==> src/rtl/sram_sequencer.sv <==
// sram_sequencer: one-command-at-a-time timed sequencer for an async SRAM bridge.
// Each command runs SETUP -> STROBE (ACCESS_CYCLES) -> RECOVER (TURN_CYCLES)
// -> IDLE. Every output, including the active-low bridge strobes, is a register.
module sram_sequencer #(
  parameter int ADDR_W        = 17,
  parameter int DATA_W        = 8,
  parameter int ACCESS_CYCLES = 2,
  parameter int TURN_CYCLES   = 1
) (
  input  logic              clk,
  input  logic              reset,
  input  logic              cmd_valid,
  output logic              cmd_ready,
  input  logic              cmd_write,
  input  logic [ADDR_W-1:0] cmd_addr,
  input  logic [DATA_W-1:0] cmd_wdata,
  output logic              rsp_valid,
  output logic [DATA_W-1:0] rsp_data,
  output logic              busy,
  output logic              s_chipselect_n,
  output logic              s_byteenable_n,
  output logic              s_write_n,
  output logic              s_read_n,
  output logic [ADDR_W-1:0] s_address,
  output logic [DATA_W-1:0] s_writedata,
  input  logic [DATA_W-1:0] s_readdata
);

  localparam int MAX_CYC  = (ACCESS_CYCLES > TURN_CYCLES) ? ACCESS_CYCLES : TURN_CYCLES;
  localparam int CNT_W    = $clog2(MAX_CYC) + 1;
  localparam int ACC_LOAD = ACCESS_CYCLES - 1;
  // TURN_CYCLES=0 never enters RECOVER; clamp so the load value stays non-negative.
  localparam int TRN_LOAD = (TURN_CYCLES > 0) ? (TURN_CYCLES - 1) : 0;

  typedef enum logic [1:0] {
    ST_IDLE    = 2'd0,
    ST_SETUP   = 2'd1,
    ST_STROBE  = 2'd2,
    ST_RECOVER = 2'd3
  } state_e;

  state_e              state_q, state_d;
  logic [CNT_W-1:0]    cnt_q, cnt_d;
  logic                op_write_q, op_write_d;
  logic [ADDR_W-1:0]   addr_q, addr_d;
  logic [DATA_W-1:0]   wdata_q, wdata_d;
  logic                ready_q, ready_d;
  logic                rsp_valid_q, rsp_valid_d;
  logic [DATA_W-1:0]   rsp_data_q, rsp_data_d;
  logic                busy_q, busy_d;
  logic                cs_n_q, cs_n_d;
  logic                be_n_q, be_n_d;
  logic                we_n_q, we_n_d;
  logic                oe_n_q, oe_n_d;
  logic                accept_s;

  // ready_q is only ever high in IDLE, so this is the full accept condition.
  assign accept_s = cmd_valid && ready_q;

  // Next-state, phase counter, command latch, read capture and next output values.
  always_comb begin
    state_d     = state_q;
    cnt_d       = cnt_q;
    op_write_d  = op_write_q;
    addr_d      = addr_q;
    wdata_d     = wdata_q;
    rsp_valid_d = 1'b0;
    rsp_data_d  = rsp_data_q;
    case (state_q)
      ST_IDLE: begin
        if (accept_s) begin
          state_d    = ST_SETUP;
          op_write_d = cmd_write;
          addr_d     = cmd_addr;
          wdata_d    = cmd_wdata;
        end else begin
          state_d = ST_IDLE;
        end
      end
      ST_SETUP: begin
        state_d = ST_STROBE;
        cnt_d   = CNT_W'(ACC_LOAD);
      end
      ST_STROBE: begin
        if (cnt_q == {CNT_W{1'b0}}) begin
          // Final strobe edge: the bridge data is valid while OE_n is still low.
          if (!op_write_q) begin
            rsp_valid_d = 1'b1;
            rsp_data_d  = s_readdata;
          end else begin
            rsp_data_d  = rsp_data_q;
          end
          if (TURN_CYCLES > 0) begin
            state_d = ST_RECOVER;
            cnt_d   = CNT_W'(TRN_LOAD);
          end else begin
            state_d = ST_IDLE;
          end
        end else begin
          cnt_d = cnt_q - {{(CNT_W-1){1'b0}}, 1'b1};
        end
      end
      ST_RECOVER: begin
        if (cnt_q == {CNT_W{1'b0}}) begin
          state_d = ST_IDLE;
        end else begin
          cnt_d = cnt_q - {{(CNT_W-1){1'b0}}, 1'b1};
        end
      end
      default: begin
        state_d = ST_IDLE;
      end
    endcase

    // Outputs are decoded from the next state so the registers line up with it.
    ready_d = (state_d == ST_IDLE);
    busy_d  = (state_d != ST_IDLE);
    cs_n_d  = !((state_d == ST_SETUP) || (state_d == ST_STROBE));
    be_n_d  = !((state_d == ST_SETUP) || (state_d == ST_STROBE));
    we_n_d  = !((state_d == ST_STROBE) && op_write_d);
    oe_n_d  = !((state_d == ST_STROBE) && !op_write_d);
  end

  // State, counter and registered outputs with synchronous reset to an idle bus.
  always_ff @(posedge clk) begin
    if (reset) begin
      state_q     <= ST_IDLE;
      cnt_q       <= {CNT_W{1'b0}};
      op_write_q  <= 1'b0;
      addr_q      <= {ADDR_W{1'b0}};
      wdata_q     <= {DATA_W{1'b0}};
      ready_q     <= 1'b0;
      rsp_valid_q <= 1'b0;
      rsp_data_q  <= {DATA_W{1'b0}};
      busy_q      <= 1'b0;
      cs_n_q      <= 1'b1;
      be_n_q      <= 1'b1;
      we_n_q      <= 1'b1;
      oe_n_q      <= 1'b1;
    end else begin
      state_q     <= state_d;
      cnt_q       <= cnt_d;
      op_write_q  <= op_write_d;
      addr_q      <= addr_d;
      wdata_q     <= wdata_d;
      ready_q     <= ready_d;
      rsp_valid_q <= rsp_valid_d;
      rsp_data_q  <= rsp_data_d;
      busy_q      <= busy_d;
      cs_n_q      <= cs_n_d;
      be_n_q      <= be_n_d;
      we_n_q      <= we_n_d;
      oe_n_q      <= oe_n_d;
    end
  end

  assign cmd_ready      = ready_q;
  assign rsp_valid      = rsp_valid_q;
  assign rsp_data       = rsp_data_q;
  assign busy           = busy_q;
  assign s_chipselect_n = cs_n_q;
  assign s_byteenable_n = be_n_q;
  assign s_write_n      = we_n_q;
  assign s_read_n       = oe_n_q;
  assign s_address      = addr_q;
  assign s_writedata    = wdata_q;

endmodule

==> config.mk <==
export PLATFORM = sky130hd
export DESIGN_NAME = sram_sequencer
export DESIGN_NICKNAME = d
export VERILOG_FILES = /design/src/rtl/sram_sequencer.sv
export SDC_FILE = /design/constraint.sdc
export NUM_CORES = 1
export LEC_CHECK = 0
export CAP_MARGIN = 15
export CORE_UTILIZATION = 35
export CTS_BUF_LIST = sky130_fd_sc_hd__clkbuf_8
export DETAILED_ROUTE_END_ITERATION = 10
export PLACE_DENSITY = 0.69
export SETUP_SLACK_MARGIN = 0.5
export SLEW_MARGIN = 10
export SYNTH_ARGS = -nofsm -noshare
export SYNTH_HDL_FRONTEND = slang
export SYNTH_SLANG_ARGS = --single-unit
==> constraint.sdc <==
create_clock -name clk -period 2 [get_ports clk]
set_input_delay 0.6 -clock clk [delete_from_list [all_inputs] [get_ports clk]]
set_output_delay 0.6 -clock clk [all_outputs]
set_load 0.01 [all_outputs]
==> reports/qor.txt, run 1 <==
YOSYS
---------------------------------------------------------------------------------
Part of the Yosys area used for sequential elements ................       53.74%
Synthesized netlist net count ......................................          237
Cell types occupying the most area after synthesis ................. sky130_fd_sc_hd__dfxtp_1 54%, sky130_fd_sc_hd__nand2_1 15%, sky130_fd_sc_hd__a21oi_1 10%
Post-synthesis cell type count .....................................           25
Count of state elements after synthesis ............................           44
Share of the synthesized area in the top cell type .................       53.74%
Post-synth design cell area ........................................     1639 um2
Synth Warn # .......................................................            0
Leading area contributor after synthesis ........................... sky130_fd_sc_hd__dfxtp_1
Mapped Cells .......................................................          194
Syn avg cell area ..................................................    8.449 um2

CELLS AND AREA
---------------------------------------------------------------------------------
Area growth from synthesis to layout ...............................       53.51%
Number of antenna diodes ...........................................            0
Fraction of final layout cells sized beyond drive strength 1 .......       18.61%
Final core occ .....................................................       57.00%
Filler Cell Count ..................................................          434
Final-stage net count ..............................................          317

DIE
---------------------------------------------------------------------------------
Die span in x ......................................................     70.43 um
Floorplan Core Area ................................................     4414 um2
Effective utilization at floorplan .................................       37.13%
Die H ..............................................................     70.43 um
Top Ports ..........................................................           77
Total die area .....................................................     4960 um2
# rows .............................................................           24

CRITICAL PATH
---------------------------------------------------------------------------------
Worst-path cell chain .............................................. clkdlybuf4s15_1, and4bb_2, a21oi_4, ha_2, or3b_1
Data arrival time at the worst-slack endpoint ......................      1.68 ns
Maximum fanout along the worst path ................................            3
Slowest cell delay on critical path ................................      0.34 ns
Worst Setup Start Kind .............................................   input port
Crit end category ..................................................         flop
Crit path max-delay cell type ...................................... sky130_fd_sc_hd__or3b_1
Critical path origin ...............................................    cmd_valid
Reg-to-reg startpoint ..............................................     cnt_q[0]
Type of the setup path with the least slack ........................       in2reg
CP delay by family, top ............................................ simple AND/OR/NAND/NOR gates
Critical path buffers and inverters ................................            1
Critical path data required time ...................................      2.17 ns

TIMING
---------------------------------------------------------------------------------
Post-route minimum period ..........................................     1.507 ns
Final critical-path share of the clock period ......................       75.35%
Setup repair after global routing missed its margin ................          yes
Final hold slack ...................................................    0.4529 ns
Worst setup skew after layout ......................................  0.004444 ns
Total of endpoints with negative setup slack in the final report ...            0
Relative slew slack ................................................       72.48%
Maximum achievable frequency .......................................   0.6636 GHz
Worst Tran Pin Value ...............................................    0.4105 ns
Count of final hold-check violations ...............................            0
Max Transition Viols Final .........................................            0

ROUTING
---------------------------------------------------------------------------------
Vias ...............................................................         1493
WL final ...........................................................     3.780 mm
Mean routed wirelength per cell ....................................     11.60 um
Drt pass-1 iters ...................................................            4
DRC errors left ....................................................            0
Vias per cell ......................................................        4.580
Iter 0 DRT Violations ..............................................           44
Remaining antenna violation count ..................................            0

RUN
---------------------------------------------------------------------------------
Max capacitance violation total ....................................            0

PLACED DESIGN
---------------------------------------------------------------------------------
Number of buffer cells added on primary ports ......................           76
Half-perimeter wire length after detailed placement ................     2.621 mm
Final weighted congestion in routability-driven placement ..........       0.6867

RUN STATUS
---------------------------------------------------------------------------------
Outcome ............................................................ finished clean

CLOCKING
---------------------------------------------------------------------------------
Clock transition at the registers of the reported paths ............      0.08 ns
Clock Sink Count ...................................................           44
Maximum clock path buffer count ....................................            2
Clock latency of the later-clocked register in the worst-skew pair .      0.28 ns
Root cell of the clock tree ........................................ sky130_fd_sc_hd__clkbuf_8
CTS tree ...........................................................         done
CTS H-Tree Depth ...................................................            2
Number of buffers added to fix hold violations after cts ...........            0
Number of buffers added by the clock tree synthesis step ...........            5

PWR
---------------------------------------------------------------------------------
Worst ir drop on vdd ...............................................    0.3751 mV
Cell area power density ............................................ 852.9 nW/um2
Cell leakage power .................................................    0.9984 nW

GLOBAL ROUTE
---------------------------------------------------------------------------------
Initial antenna violation count ....................................            0
Via count of the first global-routing pass .........................         1389
Overflow left after global routing .................................            0
Global-route wire length before repair .............................     6.237 mm
GRT Resource Usage Total ...........................................       15.92%
Largest net degree at the start of global routing ..................           26

MIN PATH
---------------------------------------------------------------------------------
Min-Delay Startpoint ............................................... s_address[10]
Hold Crit Class ....................................................      reg2reg

-- power by group --
| group | switching [mW] | internal (mW) | total (mW) |
|---|---|---|---|
| logic | 0.290 | 0.315 | 0.606 |
| registers | 0.0611 | 0.975 | 1.04 |
| clock network | 0.272 | 0.232 | 0.505 |
| total | 0.624 | 1.52 | 2.15 |
-- state kept, by name (all words and copies together) (netlist names) --
register        flops
op_write_q          1
rsp_data            8
cnt_q               2
cmd_ready           1
busy                1
rsp_valid           1
s_address          17
s_write_n           1
s_writedata         8
s_byteenable_n      1
state_q             2
s_read_n            1
-- worst paths after layout --
check	cells after the start	to	slack (ns)
min reg2reg	2	s_address[10]	0.45
max	5	s_write_n	0.49
min	2	s_address[10]	0.45
max reg2reg	6	s_write_n	0.51
-- final cells by class --
type | instances | area [um2] | share of cell area, %
Tap cell | 52 | 65.06 | 2.586
Timing Repair Buffer | 89 | 760.7 | 30.23
Clock inverter | 2 | 8.758 | 0.3481
Multi-Input combinational cell | 129 | 703.2 | 27.95
Sequential cell | 44 | 890.9 | 35.41
Clock buffer | 5 | 68.82 | 2.735
Inverter | 5 | 18.77 | 0.7459
-- cell usage after synthesis --
master,count
sky130_fd_sc_hd__nor4bb_1,1
sky130_fd_sc_hd__a21oi_1,34
sky130_fd_sc_hd__inv_1,5
sky130_fd_sc_hd__xor2_1,1
sky130_fd_sc_hd__buf_2,4
sky130_fd_sc_hd__dfxtp_1,44
sky130_fd_sc_hd__o21ai_0,1
sky130_fd_sc_hd__clkbuf_1,9
sky130_fd_sc_hd__nand4bb_1,2
sky130_fd_sc_hd__mux2i_1,1
sky130_fd_sc_hd__nand2_1,66
sky130_fd_sc_hd__o21ai_1,1
sky130_fd_sc_hd__o211ai_1,1
sky130_fd_sc_hd__ha_1,6
sky130_fd_sc_hd__nand3_1,1
sky130_fd_sc_hd__and4bb_1,1
sky130_fd_sc_hd__nor2b_1,1
sky130_fd_sc_hd__nand2b_1,1
sky130_fd_sc_hd__nor2_1,5
sky130_fd_sc_hd__buf_4,2
sky130_fd_sc_hd__a21o_1,1
sky130_fd_sc_hd__a221oi_1,2
sky130_fd_sc_hd__nand3b_1,2
sky130_fd_sc_hd__or3b_1,1
sky130_fd_sc_hd__buf_6,1
-- repair_timing --
item / CTS / global route
pin swaps: 4 / 0
gates resized for setup: 68 / 46
gates cloned: 0 / 0
buffers inserted: 5 / 0
endpoints found under the setup margin: 73 / 46
-- cells by family after synthesis --
logic type	after synthesis	synth area share [%]
flip-flops	44	53.74
multiplexers	1	0.6107
XOR/XNOR	1	0.5344
AO/OA/AOI/OAI	40	12.98
buffers and inverters	21	6.030
adder cells (fa/ha/maj)	6	4.580
AND/OR/NAND/NOR	81	21.53
-- placed cells by master (no fill, tap or decap), types with 2 or more instances in the layout --
cell / count
sky130_fd_sc_hd__nand4bb_1: 2
sky130_fd_sc_hd__nor2_1: 5
sky130_fd_sc_hd__dfxtp_4: 2
sky130_fd_sc_hd__dfxtp_2: 2
sky130_fd_sc_hd__inv_1: 4
sky130_fd_sc_hd__clkdlybuf4s15_1: 20
sky130_fd_sc_hd__nand2_1: 66
sky130_fd_sc_hd__clkdlybuf4s50_1: 35
sky130_fd_sc_hd__dfxtp_1: 40
sky130_fd_sc_hd__a221oi_1: 2
sky130_fd_sc_hd__dlygate4sd2_1: 2
sky130_fd_sc_hd__buf_4: 13
sky130_fd_sc_hd__clkbuf_2: 19
sky130_fd_sc_hd__clkbuf_8: 5
sky130_fd_sc_hd__inv_2: 2
sky130_fd_sc_hd__ha_1: 4
sky130_fd_sc_hd__a21oi_1: 33
sky130_fd_sc_hd__nand3b_1: 2
-- worst reg2reg max path: stages (launching register included) --
cell and delay, ns:
sky130_fd_sc_hd__dfxtp_2 0.34, sky130_fd_sc_hd__inv_2 0.06, sky130_fd_sc_hd__ha_4 0.18, sky130_fd_sc_hd__xor2_2 0.16
sky130_fd_sc_hd__a21oi_4 0.13, sky130_fd_sc_hd__ha_2 0.18, sky130_fd_sc_hd__or3b_1 0.34
-- routing by layer --
metal	vias up	GRT usage [%]	share of wire, %
met1	642	18.25	44
met5	-	0	0
met3	5	7.504	11
met4	0	6.000	1.2
met2	62	25.61	44
li1	784	-	-
-- per-stage QoR --
| step | cell area (um2) | cells | setup TNS (ns) | power [mW] | setup slack [ns] |
|---|---|---|---|---|---|
| CTS | 2566 | 326 | 0 | 2.169 | 0.4783 |
| finish | 2516 | 326 | 0 | 2.146 | 0.4930 |
| global placement | 2456 | 314 | -0.03527 | 1.642 | -0.03152 |
| global route | 2516 | 326 | 0 | 2.278 | 0.4573 |
| detailed placement | 2456 | 314 | -0.1710 | 1.652 | -0.07329 |
| floorplan | 1650 | 194 | 0 | 1.361 | 0.3078 |
No activity file was read; power rests on OpenSTA's default activity.
==> run 2: changes to the inputs <==
- PLACE_DENSITY: 0.69 -> 0.72
- clock period: 2 -> 1.2 ns (I/O delays scaled with it)
==> run 2 against run 1 <==
Net effect:
- clock-buffer cell count stayed put
- clock skew is 0.0026 ns lower
- cell area is 34% higher
- first-iteration DRC count stayed put
- global-route usage is 2.9 points higher
- non-clock buffer count is 21 higher
- the flow now finishes with violations (negative setup slack)
- highest routed layer unchanged
- largest power group is now combinational cells
==> reports/qor.txt, run 2 (same netlist as run 1, synthesis figures left out) <==
RUN STATUS
---------------------------------------------------------------------------------
Outcome ............................................................ complete, but fails checks
Violations in the final reports .................................... negative setup slack

DIE
---------------------------------------------------------------------------------
Top Ports ..........................................................           77   unchanged
Total die area .....................................................     4960 um2   unchanged
Floorplan Core Area ................................................     4414 um2   unchanged
# rows .............................................................           24   unchanged
Effective utilization at floorplan .................................       37.13%   unchanged
Die span in x ......................................................     70.43 um   unchanged
Die H ..............................................................     70.43 um   unchanged

CELLS AND AREA
---------------------------------------------------------------------------------
Final-stage net count ..............................................          338   +6.6%
Leading cell type in the layout, fill and taps excluded ............ sky130_fd_sc_hd__buf_6
Area growth from synthesis to layout ...............................       105.3%
Fraction of final layout cells sized beyond drive strength 1 .......       65.76%   +47 points
Number of flip-flops in the largest register .......................           17   unchanged
Number of standard cells in the layout, taps in and fillers out ....          347   +6.4%
Commonest cells after routing, fill and taps aside ................. 44 x sky130_fd_sc_hd__buf_6, 39 x sky130_fd_sc_hd__dfxtp_2, 36 x sky130_fd_sc_hd__nand2_1, 35 x sky130_fd_sc_hd__clkdlybuf4s50_1, 29 x sky130_fd_sc_hd__a21oi_2
Final core occ .....................................................       76.25%   +19 points
Number of antenna diodes ...........................................            0   unchanged
Filler Cell Count ..................................................          306   -29%

TIMING
---------------------------------------------------------------------------------
Count of final hold-check violations ...............................            0   unchanged
Maximum achievable frequency .......................................   0.6672 GHz
Relative slew slack ................................................       81.89%   +9.4 points
Final critical-path share of the clock period ......................       124.9%
Max Transition Viols Final .........................................            0   unchanged
Worst Tran Pin Value ...............................................    0.2716 ns   -0.1389 ns
Total of endpoints with negative setup slack in the final report ...           42   +42
Post-route minimum period ..........................................     1.499 ns
Setup repair after global routing missed its margin ................          yes
Worst setup skew after layout ......................................  0.001883 ns   -0.002560 ns
Final critical-path setup slack ....................................   -0.2987 ns   -0.7917 ns

GLOBAL ROUTE
---------------------------------------------------------------------------------
GRT Resource Usage Total ...........................................       18.84%   +2.9 points
Initial antenna violation count ....................................            0   unchanged
Via count of the first global-routing pass .........................         1615   +16%
Global-route wire length before repair .............................     7.431 mm   +19%
Overflow left after global routing .................................            0   unchanged
Largest net degree at the start of global routing ..................           27   +3.8%

PLACED DESIGN
---------------------------------------------------------------------------------
Final weighted congestion in routability-driven placement ..........       0.7224   +5.2%
Half-perimeter wire length after detailed placement ................     2.641 mm   +0.78%
Dpl cells ..........................................................          321   +2.2%
Number of buffer cells added on primary ports ......................           76   unchanged

CLOCKING
---------------------------------------------------------------------------------
Maximum clock path buffer count ....................................            2   unchanged
Number of buffers added by the clock tree synthesis step ...........            5   unchanged
Root cell of the clock tree ........................................ sky130_fd_sc_hd__clkbuf_8
Clock transition at the registers of the reported paths ............      0.08 ns   about the same
CTS H-Tree Depth ...................................................            2   unchanged
Number of buffers added to fix hold violations after cts ...........            0   unchanged
Clock latency of the later-clocked register in the worst-skew pair .      0.28 ns   about the same
CTS tree ...........................................................         done
Clock Sink Count ...................................................           44   unchanged

CRITICAL PATH
---------------------------------------------------------------------------------
Type of the setup path with the least slack ........................      reg2reg
Critical path data required time ...................................      1.37 ns   -0.80 ns
Worst-path cell chain .............................................. inv_2, ha_4, xor2_4, a21oi_4, ha_2, or3b_1
Worst Setup Start Kind .............................................         flop
Data arrival time at the worst-slack endpoint ......................      1.67 ns   about the same
Reg2Reg Capture Point ..............................................    s_write_n
Worst reg2reg path depth ...........................................            6   unchanged
Crit path max-delay cell type ...................................... sky130_fd_sc_hd__dfxtp_2
Maximum fanout along the worst path ................................            3   unchanged
Crit end category ..................................................         flop
Slowest cell delay on critical path ................................      0.34 ns   about the same
Slack of the worst reg-to-reg path .................................     -0.30 ns   -0.81 ns
Reg-to-reg startpoint ..............................................     cnt_q[0]

RUN
---------------------------------------------------------------------------------
Max capacitance violation total ....................................            0   unchanged

ROUTING
---------------------------------------------------------------------------------
Drt pass-1 iters ...................................................            4   unchanged
Iter 0 DRT Violations ..............................................           44   unchanged
Mean routed wirelength per cell ....................................     13.99 um   +21%
Remaining antenna violation count ..................................            0   unchanged
DRC errors left ....................................................            0   unchanged
WL final ...........................................................     4.856 mm   +28%
Vias ...............................................................         1666   +12%
Vias per cell ......................................................        4.801   +4.8%

PWR
---------------------------------------------------------------------------------
Cell leakage power .................................................     1.432 nW   +43%
Cell area power density ............................................  1325 nW/um2   +55%
Worst ir drop on vdd ...............................................    0.7561 mV   +100%

MIN PATH
---------------------------------------------------------------------------------
Cells on Worst Hold Path ...........................................            2   unchanged
Hold Crit Class ....................................................      reg2reg
WHS Endpoint ....................................................... s_writedata[6]
Min-Delay Startpoint ............................................... s_writedata[6]

[run 2: cell count changes in the layout (fill, tap and decap cells not counted), moves of 6 or more]
cell / before / now
sky130_fd_sc_hd__clkbuf_2: 19 / 0
sky130_fd_sc_hd__dfxtp_1: 40 / 4
sky130_fd_sc_hd__nand2_2: 0 / 6
sky130_fd_sc_hd__buf_4: 13 / 19
sky130_fd_sc_hd__a21oi_2: 0 / 29
sky130_fd_sc_hd__buf_6: 0 / 44
sky130_fd_sc_hd__dfxtp_2: 2 / 39
sky130_fd_sc_hd__clkdlybuf4s15_1: 20 / 0
sky130_fd_sc_hd__a21oi_1: 33 / 4
sky130_fd_sc_hd__nand2_1: 66 / 36
sky130_fd_sc_hd__nand2_4: 0 / 24
[run 2: worst max-delay path by stage]
stage	start	end	slack, ns	cells after the start
floorplan	state_q[1]	s_write_n	-0.34	6
global placement	cmd_valid	s_write_n	-0.62	5
detailed placement	cmd_valid	s_write_n	-0.64	5
CTS	cnt_q[1]	s_write_n	-0.30	6
global route	cnt_q[1]	s_write_n	-0.33	6
finish	cnt_q[0]	s_write_n	-0.30	6
[run 2: power breakdown]
part	switching [mW]	internal, mW	total [mW]
Sequential	0.107	1.65	1.75
Clock	0.462	0.388	0.850
Combinational	0.801	1.06	1.86
[run 2: stage by stage]
stage	total power [mW]	setup WS, ns	hold WS [ns]	setup TNS, ns	instance area, um2
6_report	4.461	-0.2987	0.4648	-7.131	3366
5_1_grt	4.709	-0.3345	0.4806	-9.767	3366
4_1_cts	4.137	-0.3047	0.4619	-5.456	2998
3_5_place_dp	2.929	-0.6378	0.4423	-19.58	2604
3_3_place_gp	2.915	-0.6196	0.4381	-18.67	2604
2_1_floorplan	2.372	-0.3352	0.4621	-1.203	1749
[run 2: worst max-delay path: cells and delay by family, from the launching register on]
kind	cells	cell delay, ns
xor gates and xnor gates	1	0.15
DFF	1	0.34
buffers and inverters	1	0.05
and+or+nand+nor	1	0.34
AOI/OAI and AO/OA	1	0.14
adders and majority gates	2	0.36
[run 2: what timing repair did]
action | CTS | global route
gates cloned | 3 | 0
setup buffers | 6 | 10
endpoints found under the setup margin | 84 | 84
pin swaps | 18 | 42
resized for setup | 238 | 78
[run 2: layout make-up]
| type | instances | area (um2) | share of cell area (%) |
|---|---|---|---|
| clock buffers | 5 | 68.82 | 2.045 |
| inverters | 5 | 18.77 | 0.5576 |
| flip-flops and latches | 44 | 933.4 | 27.73 |
| clock inverters | 2 | 8.758 | 0.2602 |
| multi-input cells | 129 | 1076 | 31.97 |
| repair buffers | 110 | 1195 | 35.50 |
| well taps | 52 | 65.06 | 1.933 |
[run 2: routing by layer]
metal	up-vias	part of all wire, %	global-route usage (%)
met4	0	1.0	4.889
met2	53	51	31.01
met5	-	0	0
met3	6	6.3	6.494
li1	826	-	-
met1	781	41	23.38
==> RTL change (flow settings as in run 1) <==
The parameter `ACCESS_CYCLES` goes from 2 to 4.
--- a/src/rtl/sram_sequencer.sv
+++ b/src/rtl/sram_sequencer.sv
@@ -5,5 +5,5 @@
   parameter int ADDR_W        = 17,
   parameter int DATA_W        = 8,
-  parameter int ACCESS_CYCLES = 2,
+  parameter int ACCESS_CYCLES = 4,
   parameter int TURN_CYCLES   = 1
 ) (
Formal check against the unedited RTL: not equivalent (Yosys sat finds a counterexample within 10 cycles, from zero or initial values and one cycle with reset high).
==> RTL change against run 1 <==
- global-route usage rose by 0.68 points
- setup slack got worse by 71 ps
- critical path type is now reg -> reg
- fmax fell by 4.5%
- routed wire length rose by 10%
- power rose by 23%
- final cell count rose by 10%
- design area rose by 13%
- die area rose by 7.6%
- sequential cell count rose by 1
- largest cell class unchanged
- synthesized area rose by 7.9%
==> RTL change: results (changes against run 1) <==
CP startpoint kind flip-flop (was input port); Post-Synth XOR/XNOR Area 0% (was 0.534%); Leakage 1.14 nW (was 0.998 nW); M1 GR Usage 18.9% (was 18.2%); DP HPWL 2720 um (was 2620 um); Compound-Gate Fraction of Synth Area 10.2% (was 13.0%); drt total wl 4180 um (was 3780 um); drt first-iter violations 55 (was 44); gpl congestion 0.754 (was 0.687); crit-path max FO 4 (was 3); Detailed Routing Iterations Pass 1 3 (was 4); met2 wire length 1930 um (was 1670 um); drt via density 4.47 (was 4.58); FF-to-FF path depth 7 (was 6); status complete, no violations (unchanged); Setup Skew 4.90 ps (was 4.44 ps); largest net degree at the start of global routing 33 (was 26); register area share after synthesis 51.0% (was 53.7%); GR Layer Usage met2 28.4% (was 25.6%); worst slack, placed -122 ps (was -73.3 ps); Area contributors post-synth dfxtp_1 51%, nand2_1 11%, a21oi_1 7.4%, nand2b_1 6.4%, mux2i_1 5.1% (was dfxtp_1 54%, nand2_1 15%, a21oi_1 10%, ha_1 4.6%, clkbuf_1 2.1%); Post-Place Cells 338 (was 314); Distinct cells, synth 29 (was 25); critical path arrival 1760 ps (was 1680 ps); FMAX 634 MHz (was 664 MHz); gr usage total 16.6% (was 15.9%); WL met1 1820 um (was 1660 um); Post-Synth Adder-Cell Area 3.54% (was 4.58%); wire per inst 11.6 um (about the same)
## RTL change: cell types whose count changed after synthesis, sizes merged, moves of 2 or more
cell           run 1  this run
inv                5         3
mux2i              1         9
nand2             66        50
nor2b              1         4
a211oi             0         2
a21oi             34        26
a221oi             2         0
nand2b             1        18
## RTL change: power breakdown
group / switching [mW] / internal (mW) / total, mW
registers: 0.0606 / 0.999 / 1.06
clock network: 0.307 / 0.496 / 0.803
logic: 0.342 / 0.428 / 0.770
## RTL change: area by class of cell
class	count	area, um^2
Sequential cell	45	913
Inverter	3	11.3
Multi-Input combinational cell	137	887
Fill cell	443	1950
Timing Repair Buffer	100	808
Clock inverter	3	65.1
Clock buffer	5	68.8
Tap cell	67	83.8
## RTL change: worst min-delay path by stage
| stage | startpoint | endpoint | slack [ps] |
|---|---|---|---|
| final | s_address[16]$_SDFFE_PP0P_ | s_address[16]$_SDFFE_PP0P_ | 460 |
| after global routing | s_writedata[4]$_SDFFE_PP0P_ | s_writedata[4]$_SDFFE_PP0P_ | 470 |
| after CTS | s_writedata[4]$_SDFFE_PP0P_ | s_writedata[4]$_SDFFE_PP0P_ | 460 |
| after detailed placement | s_address[5]$_SDFFE_PP0P_ | s_address[5]$_SDFFE_PP0P_ | 450 |
| after global placement | s_writedata[6]$_SDFFE_PP0P_ | s_writedata[6]$_SDFFE_PP0P_ | 440 |
| after floorplan | cnt_q[0]$_SDFFE_PP0P_ | cnt_q[0]$_SDFFE_PP0P_ | 450 |
## RTL change: worst max-delay path, stage by stage (launching register included)
cell     delay, ps
dfxtp_2        340
inv_2           50
ha_4           170
and3b_1        170
a21o_1         170
inv_1           60
ha_2           160
or3b_1         340
## RTL change: repair_timing
action	in CTS	in global routing
endpoints found under the setup margin	71	43
gates resized for setup	93	49
gates cloned	0	0
pin swaps	6	2
setup buffers	12	2
